[src/rtl/spi_slave_pkg.sv]
// spi_slave_pkg: shared FSM state encoding and SPI command codes for the slave controller
package spi_slave_pkg;
  typedef enum logic [2:0] {IDLE, CMD, RX, WAIT_TX, TX, DONE} state_e;
  localparam logic [1:0] CMD_WR_ADDR = 2'b00;
  localparam logic [1:0] CMD_WR_DATA = 2'b01;
  localparam logic [1:0] CMD_RD_ADDR = 2'b10;
  localparam logic [1:0] CMD_RD_DATA = 2'b11;
endpackage

[src/rtl/spi_tx_shifter.sv]
// spi_tx_shifter: loads a read word and serialises it onto MISO, one bit per cycle with a valid flag
module spi_tx_shifter #(
  parameter int DATA_W    = 8,
  parameter bit MSB_FIRST = 1'b1
) (
  input  logic              clk,
  input  logic              rst_n,
  input  logic              i_load,
  input  logic              i_shift,
  input  logic              i_clear,
  input  logic [DATA_W-1:0] i_data,
  output logic              o_miso,
  output logic              o_valid,
  output logic              o_last
);
  localparam int CW = $clog2(DATA_W + 1);
  logic [DATA_W-1:0] r_sh;
  logic [CW-1:0]     r_cnt;
  logic              r_miso;
  logic              r_valid;
  logic              w_head_in;
  logic              w_head_sh;
  logic [DATA_W-1:0] w_adv_in;
  logic [DATA_W-1:0] w_adv_sh;
  assign w_head_in = MSB_FIRST ? i_data[DATA_W-1] : i_data[0];
  assign w_head_sh = MSB_FIRST ? r_sh[DATA_W-1] : r_sh[0];
  assign w_adv_in  = MSB_FIRST ? i_data << 1 : i_data >> 1;
  assign w_adv_sh  = MSB_FIRST ? r_sh << 1 : r_sh >> 1;
  // the first bit goes straight onto MISO at load so it is valid in the first TX cycle
  always_ff @(posedge clk or negedge rst_n) begin
    if (!rst_n) begin
      r_sh    <= '0;
      r_cnt   <= '0;
      r_miso  <= 1'b0;
      r_valid <= 1'b0;
    end else if (i_clear) begin
      r_cnt   <= '0;
      r_miso  <= 1'b0;
      r_valid <= 1'b0;
    end else if (i_load) begin
      r_miso  <= w_head_in;
      r_sh    <= w_adv_in;
      r_cnt   <= CW'(DATA_W - 1);
      r_valid <= 1'b1;
    end else if (i_shift && r_valid) begin
      if (r_cnt == '0) begin
        r_miso  <= 1'b0;
        r_valid <= 1'b0;
      end else begin
        r_miso <= w_head_sh;
        r_sh   <= w_adv_sh;
        r_cnt  <= r_cnt - CW'(1);
      end
    end
  end
  assign o_miso  = r_miso;
  assign o_valid = r_valid;
  assign o_last  = r_valid && (r_cnt == '0);
endmodule

[src/rtl/spi_slave_ctrl.sv]
// spi_slave_ctrl: SPI slave frame controller; deserialises cmd+payload frames, checks read sequencing,
// waits (bounded) for memory read data and serialises it back on MISO.
module spi_slave_ctrl
  import spi_slave_pkg::*;
#(
  parameter int DATA_W     = 8,
  parameter int TX_TIMEOUT = 16,
  parameter bit MSB_FIRST  = 1'b1
) (
  input  logic              clk,
  input  logic              rst_n,
  input  logic              ss_n,
  input  logic              MOSI,
  output logic              MISO,
  output logic              valid_MISO,
  output logic              sready,
  output logic [DATA_W+1:0] rx_data,
  output logic              rx_valid,
  input  logic [DATA_W-1:0] tx_data,
  input  logic              tx_valid,
  output logic              frame_err
);
  localparam int BW = $clog2(DATA_W + 1);
  localparam int TW = $clog2(TX_TIMEOUT + 1);
  state_e            r_state;
  state_e            w_next;
  logic [1:0]        r_cmd;
  logic [DATA_W-1:0] r_pay;
  logic [BW-1:0]     r_bit_cnt;
  logic [TW-1:0]     r_to_cnt;
  logic              r_rd_pend;
  logic [DATA_W+1:0] r_rx_data;
  logic              r_rx_valid;
  logic              r_frame_err;
  logic              w_abort;
  logic              w_rx_last;
  logic              w_rd_err;
  logic              w_tx_load;
  logic              w_tx_last;
  logic              w_timeout;
  logic [DATA_W-1:0] w_pay_next;
  assign w_pay_next = MSB_FIRST ? {r_pay[DATA_W-2:0], MOSI} : {MOSI, r_pay[DATA_W-1:1]};
  assign w_rd_err   = w_rx_last && (r_cmd == CMD_RD_DATA) && !r_rd_pend;
  always_ff @(posedge clk or negedge rst_n) begin
    if (!rst_n) r_state <= IDLE;
    else        r_state <= w_next;
  end
  always_comb begin
    w_next    = r_state;
    w_abort   = 1'b0;
    w_rx_last = 1'b0;
    w_tx_load = 1'b0;
    w_timeout = 1'b0;
    case (r_state)
      IDLE: w_next = ss_n ? IDLE : CMD;
      CMD: begin
        w_abort = ss_n;
        w_next  = ss_n ? IDLE : RX;
      end
      RX:
        if (ss_n) begin
          w_abort = 1'b1;
          w_next  = IDLE;
        end else if (r_bit_cnt == BW'(DATA_W - 1)) begin
          w_rx_last = 1'b1;
          w_next    = (r_cmd == CMD_RD_DATA && r_rd_pend) ? WAIT_TX : DONE;
        end
      WAIT_TX:
        if (ss_n) begin
          w_abort = 1'b1;
          w_next  = IDLE;
        end else if (tx_valid) begin
          w_tx_load = 1'b1;
          w_next    = TX;
        end else if (r_to_cnt >= TW'(TX_TIMEOUT - 1)) begin
          w_timeout = 1'b1;
          w_next    = DONE;
        end
      TX:
        if (ss_n) begin
          w_abort = 1'b1;
          w_next  = IDLE;
        end else if (w_tx_last) begin
          w_next = DONE;
        end
      DONE: w_next = ss_n ? IDLE : DONE;
      default: w_next = IDLE;
    endcase
  end
  // a read-data frame without a preceding read-address frame is rejected instead of delivered
  always_ff @(posedge clk or negedge rst_n) begin
    if (!rst_n) begin
      r_cmd       <= '0;
      r_pay       <= '0;
      r_bit_cnt   <= '0;
      r_to_cnt    <= '0;
      r_rd_pend   <= 1'b0;
      r_rx_data   <= '0;
      r_rx_valid  <= 1'b0;
      r_frame_err <= 1'b0;
    end else begin
      r_rx_valid  <= w_rx_last && !w_rd_err;
      r_frame_err <= w_abort || w_rd_err || w_timeout;
      if (r_state == IDLE && !ss_n) r_cmd <= {MOSI, 1'b0};
      if (r_state == CMD && !ss_n) begin
        r_cmd[0]  <= MOSI;
        r_bit_cnt <= '0;
      end
      if (r_state == RX && !ss_n) begin
        r_pay     <= w_pay_next;
        r_bit_cnt <= r_bit_cnt + BW'(1);
      end
      if (w_rx_last && !w_rd_err) r_rx_data <= {r_cmd, w_pay_next};
      if (w_rx_last && r_cmd == CMD_RD_ADDR) r_rd_pend <= 1'b1;
      else if (w_rx_last && r_cmd == CMD_RD_DATA) r_rd_pend <= 1'b0;
      r_to_cnt <= (r_state != WAIT_TX) ? '0 :
                  (r_to_cnt == TW'(TX_TIMEOUT)) ? r_to_cnt : r_to_cnt + TW'(1);
    end
  end
  spi_tx_shifter #(.DATA_W(DATA_W), .MSB_FIRST(MSB_FIRST)) u_tx (
    .clk    (clk),
    .rst_n  (rst_n),
    .i_load (w_tx_load),
    .i_shift(r_state == TX && !ss_n),
    .i_clear(w_abort),
    .i_data (tx_data),
    .o_miso (MISO),
    .o_valid(valid_MISO),
    .o_last (w_tx_last)
  );
  assign sready    = (r_state == IDLE);
  assign rx_data   = r_rx_data;
  assign rx_valid  = r_rx_valid;
  assign frame_err = r_frame_err;
endmodule
[config.mk]
export PLATFORM = sky130hd
export DESIGN_NAME = spi_slave_ctrl
export DESIGN_NICKNAME = d
export VERILOG_FILES = /design/src/rtl/spi_slave_pkg.sv /design/src/rtl/spi_tx_shifter.sv /design/src/rtl/spi_slave_ctrl.sv
export SDC_FILE = /design/constraint.sdc
export NUM_CORES = 1
export LEC_CHECK = 0
export CELL_PAD_IN_SITES_DETAIL_PLACEMENT = 0
export CELL_PAD_IN_SITES_GLOBAL_PLACEMENT = 1
export CORE_MARGIN = 8
export CORE_UTILIZATION = 40
export CTS_BUF_LIST = sky130_fd_sc_hd__clkbuf_4 sky130_fd_sc_hd__clkbuf_8
export DETAILED_ROUTE_END_ITERATION = 7
export GPL_ROUTABILITY_DRIVEN = 0
export GPL_TIMING_DRIVEN = 0
export PLACE_DENSITY = 0.76
export SYNTH_ARGS = -nofsm -noshare
export SYNTH_HDL_FRONTEND = slang
export SYNTH_SLANG_ARGS = --single-unit
[constraint.sdc]
create_clock -name clk -period 1.8 [get_ports clk]
set_input_delay 0.45 -clock clk [delete_from_list [all_inputs] [get_ports clk]]
set_output_delay 0.45 -clock clk [all_outputs]
set_load 0.02 [all_outputs]
==> flow_summary.json <==
{
  "status": "finished, violations left",
  "violations": "setup timing",
  "cts.path.max_buffers": 2,
  "grt_pass1_vias": 1751,
  "hpwl_mm": 3.44,
  "hold_violations": 0,
  "hp-class": "in2async",
  "path_cells": "inv_2 > ha_4 > or3b_4 > and3_4 > buf_6 > o31a_1 > o21ai_1",
  "cts_tree": "yes",
  "critical_path_class": "reg2reg",
  "ant_nets": 0,
  "crit_family": "simple AND/OR/NAND/NOR gates",
  "die_h_um": 92.5,
  "clockRootBuffer": "clkbuf_8",
  "syn_area_mm2": 0.00234,
  "layout-drive-gt1-share": 0.269,
  "power.density_mw_per_mm2": 1200,
  "cp_num_buf_inv": 2,
  "ioPinCount": 28,
  "use_met2": 0.192,
  "route.vias.total": 1786,
  "cap_violations": 0,
  "top_usage_layer": "met2",
  "synth-edff-count": 0,
  "vdd_ir_drop_max_uv": 454,
  "grt_max_degree": 38,
  "synth_cell_type_count": 45,
  "die_w_um": 92.5,
  "h-tree-depth": 2,
  "ys_async_sr_fraction": 1.00,
  "yosysSeqAreaShare": 0.502,
  "yosysMostFrequentCell": "dfrtp_1",
  "min_period_ps": 1830,
  "totalPowerFinal_w": 0.00364,
  "cts_buffers": 5,
  "grt_usage": 0.122,
  "crit_fanout": 10,
  "placed_cell_area_mm2": 0.00273,
  "portBuffers": 26,
  "place_worst_setup_slack_ps": -511,
  "timing.rr.start": "u_tx.r_cnt[1]$_DFFE_PN0P_",
  "use_met1": 0.160,
  "slowest_stage": "or3b_4",
  "syn_area_per_cell_um2": 10.8,
  "drt_drc_violations_left": 0,
  "synth_area_leaders": "dfrtp_1, mux2_4, mux2_2, nand2_1, o21ai_0",
  "dr.pass1.iters": 4,
  "drtIter0Drc": 77,
  "wl_per_cell_um": 14.7,
  "finClkSkew_ps": 6.79,
  "drt-total-wl_mm": 4.99,
  "grt_util_met3": 0.0275,
  "synth_warnings": 0,
  "worstMarginPinSlew_ps": 536,
  "fmax_mhz": 547,
  "die-area_mm2": 0.00856,
  "diodes": 0,
  "cts_num_sinks": 47,
  "grt-ovfl-total": 0,
  "design_area_mm2": 0.00304,
  "routed_via_density": 5.27,
  "cp.arrival_ps": 2060,
  "critPathLaunchType": "flip-flop",
  "synth_common_cells": "dfrtp_1, nand2_1, o21ai_0, inv_1",
  "yosysTopAreaCell": "dfrtp_1",
  "setup_viol": 1,
  "max_stage_delay_ps": 410,
  "start_util": 0.405,
  "layout.cells.non_filler": 339,
  "critPathLaunch": "u_tx.r_cnt[1]$_DFFE_PN0P_",
  "synthFlopType": "dfrtp_1",
  "clock_latency_ps": 300,
  "antenna_found_initial": 0,
  "nets": 281,
  "grt_pass1_wl_mm": 8.58,
  "coreArea_mm2": 0.00578,
  "syn_to_final_growth_pct": 29.7,
  "report.final.slew_viol_count": 0,
  "dp.cells": 319,
  "relSlewSlack": 0.641,
  "power.leakage_nw": 1.39,
  "synth-seq-cells": 47,
  "hold_ws_ps": 14.8,
  "finalWorstSetupSlack_ps": -29.7,
  "end_kind": "flip-flop",
  "worstPathRequired_ps": 2030,
  "grt_setup_unrepaired": "yes",
  "path_clk_slew_ps": 90,
  "yosysTopAreaCellShare": 0.502,
  "min_period_over_period": 1.02,
  "synthesis.instances": 217,
  "placementRows": 28,
  "synth_nets": 235
}
-- cells by family after synthesis --
| family | synth area share |
|---|---|
| buffers and inverters | 0.0432 |
| AND/OR/NAND/NOR | 0.168 |
| flip-flops | 0.502 |
| adder cells (fa/ha/maj) | 0.0267 |
| AO/OA/AOI/OAI | 0.131 |
| XOR/XNOR | 0.0187 |
| multiplexers | 0.110 |
-- routing by layer --
metal  wire length (µm)  vias up
met4                 76        0
met2               2410       30
met5                  0        -
met1               2330      877
li1                   -      873
met3                179        6
-- through the flow --
step / util / TNS [ps]
after floorplan: - / -1650
after global placement: 0.469 / -62770
after detailed placement: 0.471 / -10010
after CTS: 0.500 / -175
after global routing: 0.526 / -282
final: 0.526 / -29.7
-- final timing paths --
check / end / slack (ps) / depth (start not counted)
max: u_tx.r_cnt[2]$_DFFE_PN0P_ / -30 / 7
min: r_bit_cnt[1]$_DFFE_PN0P_ / 10 / 1
max reg2reg: u_tx.r_cnt[2]$_DFFE_PN0P_ / -30 / 7
min reg2reg: u_tx.r_sh[4]$_DFFE_PN0P_ / 500 / 2
max in group asynchronous: u_tx.r_sh[3]$_DFFE_PN0P_ / 1300 / 2
min in group clk: r_state[2]$_DFFE_PN0P_ / 390 / 2
-- registers in the layout (all words and copies together), names as in the netlist --
name,count
rx_data,10
u_tx.r_sh,7
u_tx.r_cnt,4
r_state,3
r_pay,7
r_rd_pend,1
rx_valid,1
r_to_cnt,5
u_tx.o_miso,1
frame_err,1
r_cmd,2
r_bit_cnt,4
u_tx.o_valid,1
-- cell usage in the layout, fill, tap and decap left out, types with 7 or more instances in the layout --
cell type / count
nor2_1: 9
a21oi_1: 12
nor3_1: 7
nand3_1: 10
mux2_2: 10
nand2_1: 18
clkdlybuf4s50_1: 21
mux2_4: 9
buf_4: 13
o21ai_0: 11
dfrtp_1: 47
inv_1: 11
-- final cells by class --
cell class                      instances  area [µm²]
Multi-Input combinational cell        148        1170
Clock buffer                            6        82.6
Buffer                                  9        77.6
Fill cell                             532        2740
Tap cell                               75        93.8
Inverter                               13        48.8
Clock inverter                          2        16.3
Sequential cell                        47        1180
Timing Repair Buffer                   39         370
-- report_power, final --
| part | total, W | internal (W) | switching (W) |
|---|---|---|---|
| clock network | 0.000670 | 0.000314 | 0.000357 |
| registers | 0.00153 | 0.00132 | 0.000214 |
| logic | 0.00144 | 0.000717 | 0.000721 |
-- worst reg2reg max path: stages (launching register included) --
cell,delay [ps]
dfrtp_1,400
inv_2,90
ha_4,140
or3b_4,410
and3_4,190
buf_6,130
o31a_1,290
o21ai_1,110
-- what timing repair did --
| item | 4_1_cts | 5_1_grt |
|---|---|---|
| setup buffers | 2 | 9 |
| hold buffers | 0 | 0 |
| gates resized for setup | 20 | 26 |
| pin swaps | 1 | 3 |
| setup endpoints to repair | 32 | 28 |
| cloned | 0 | 1 |
No activity file was read; power rests on OpenSTA's default activity.
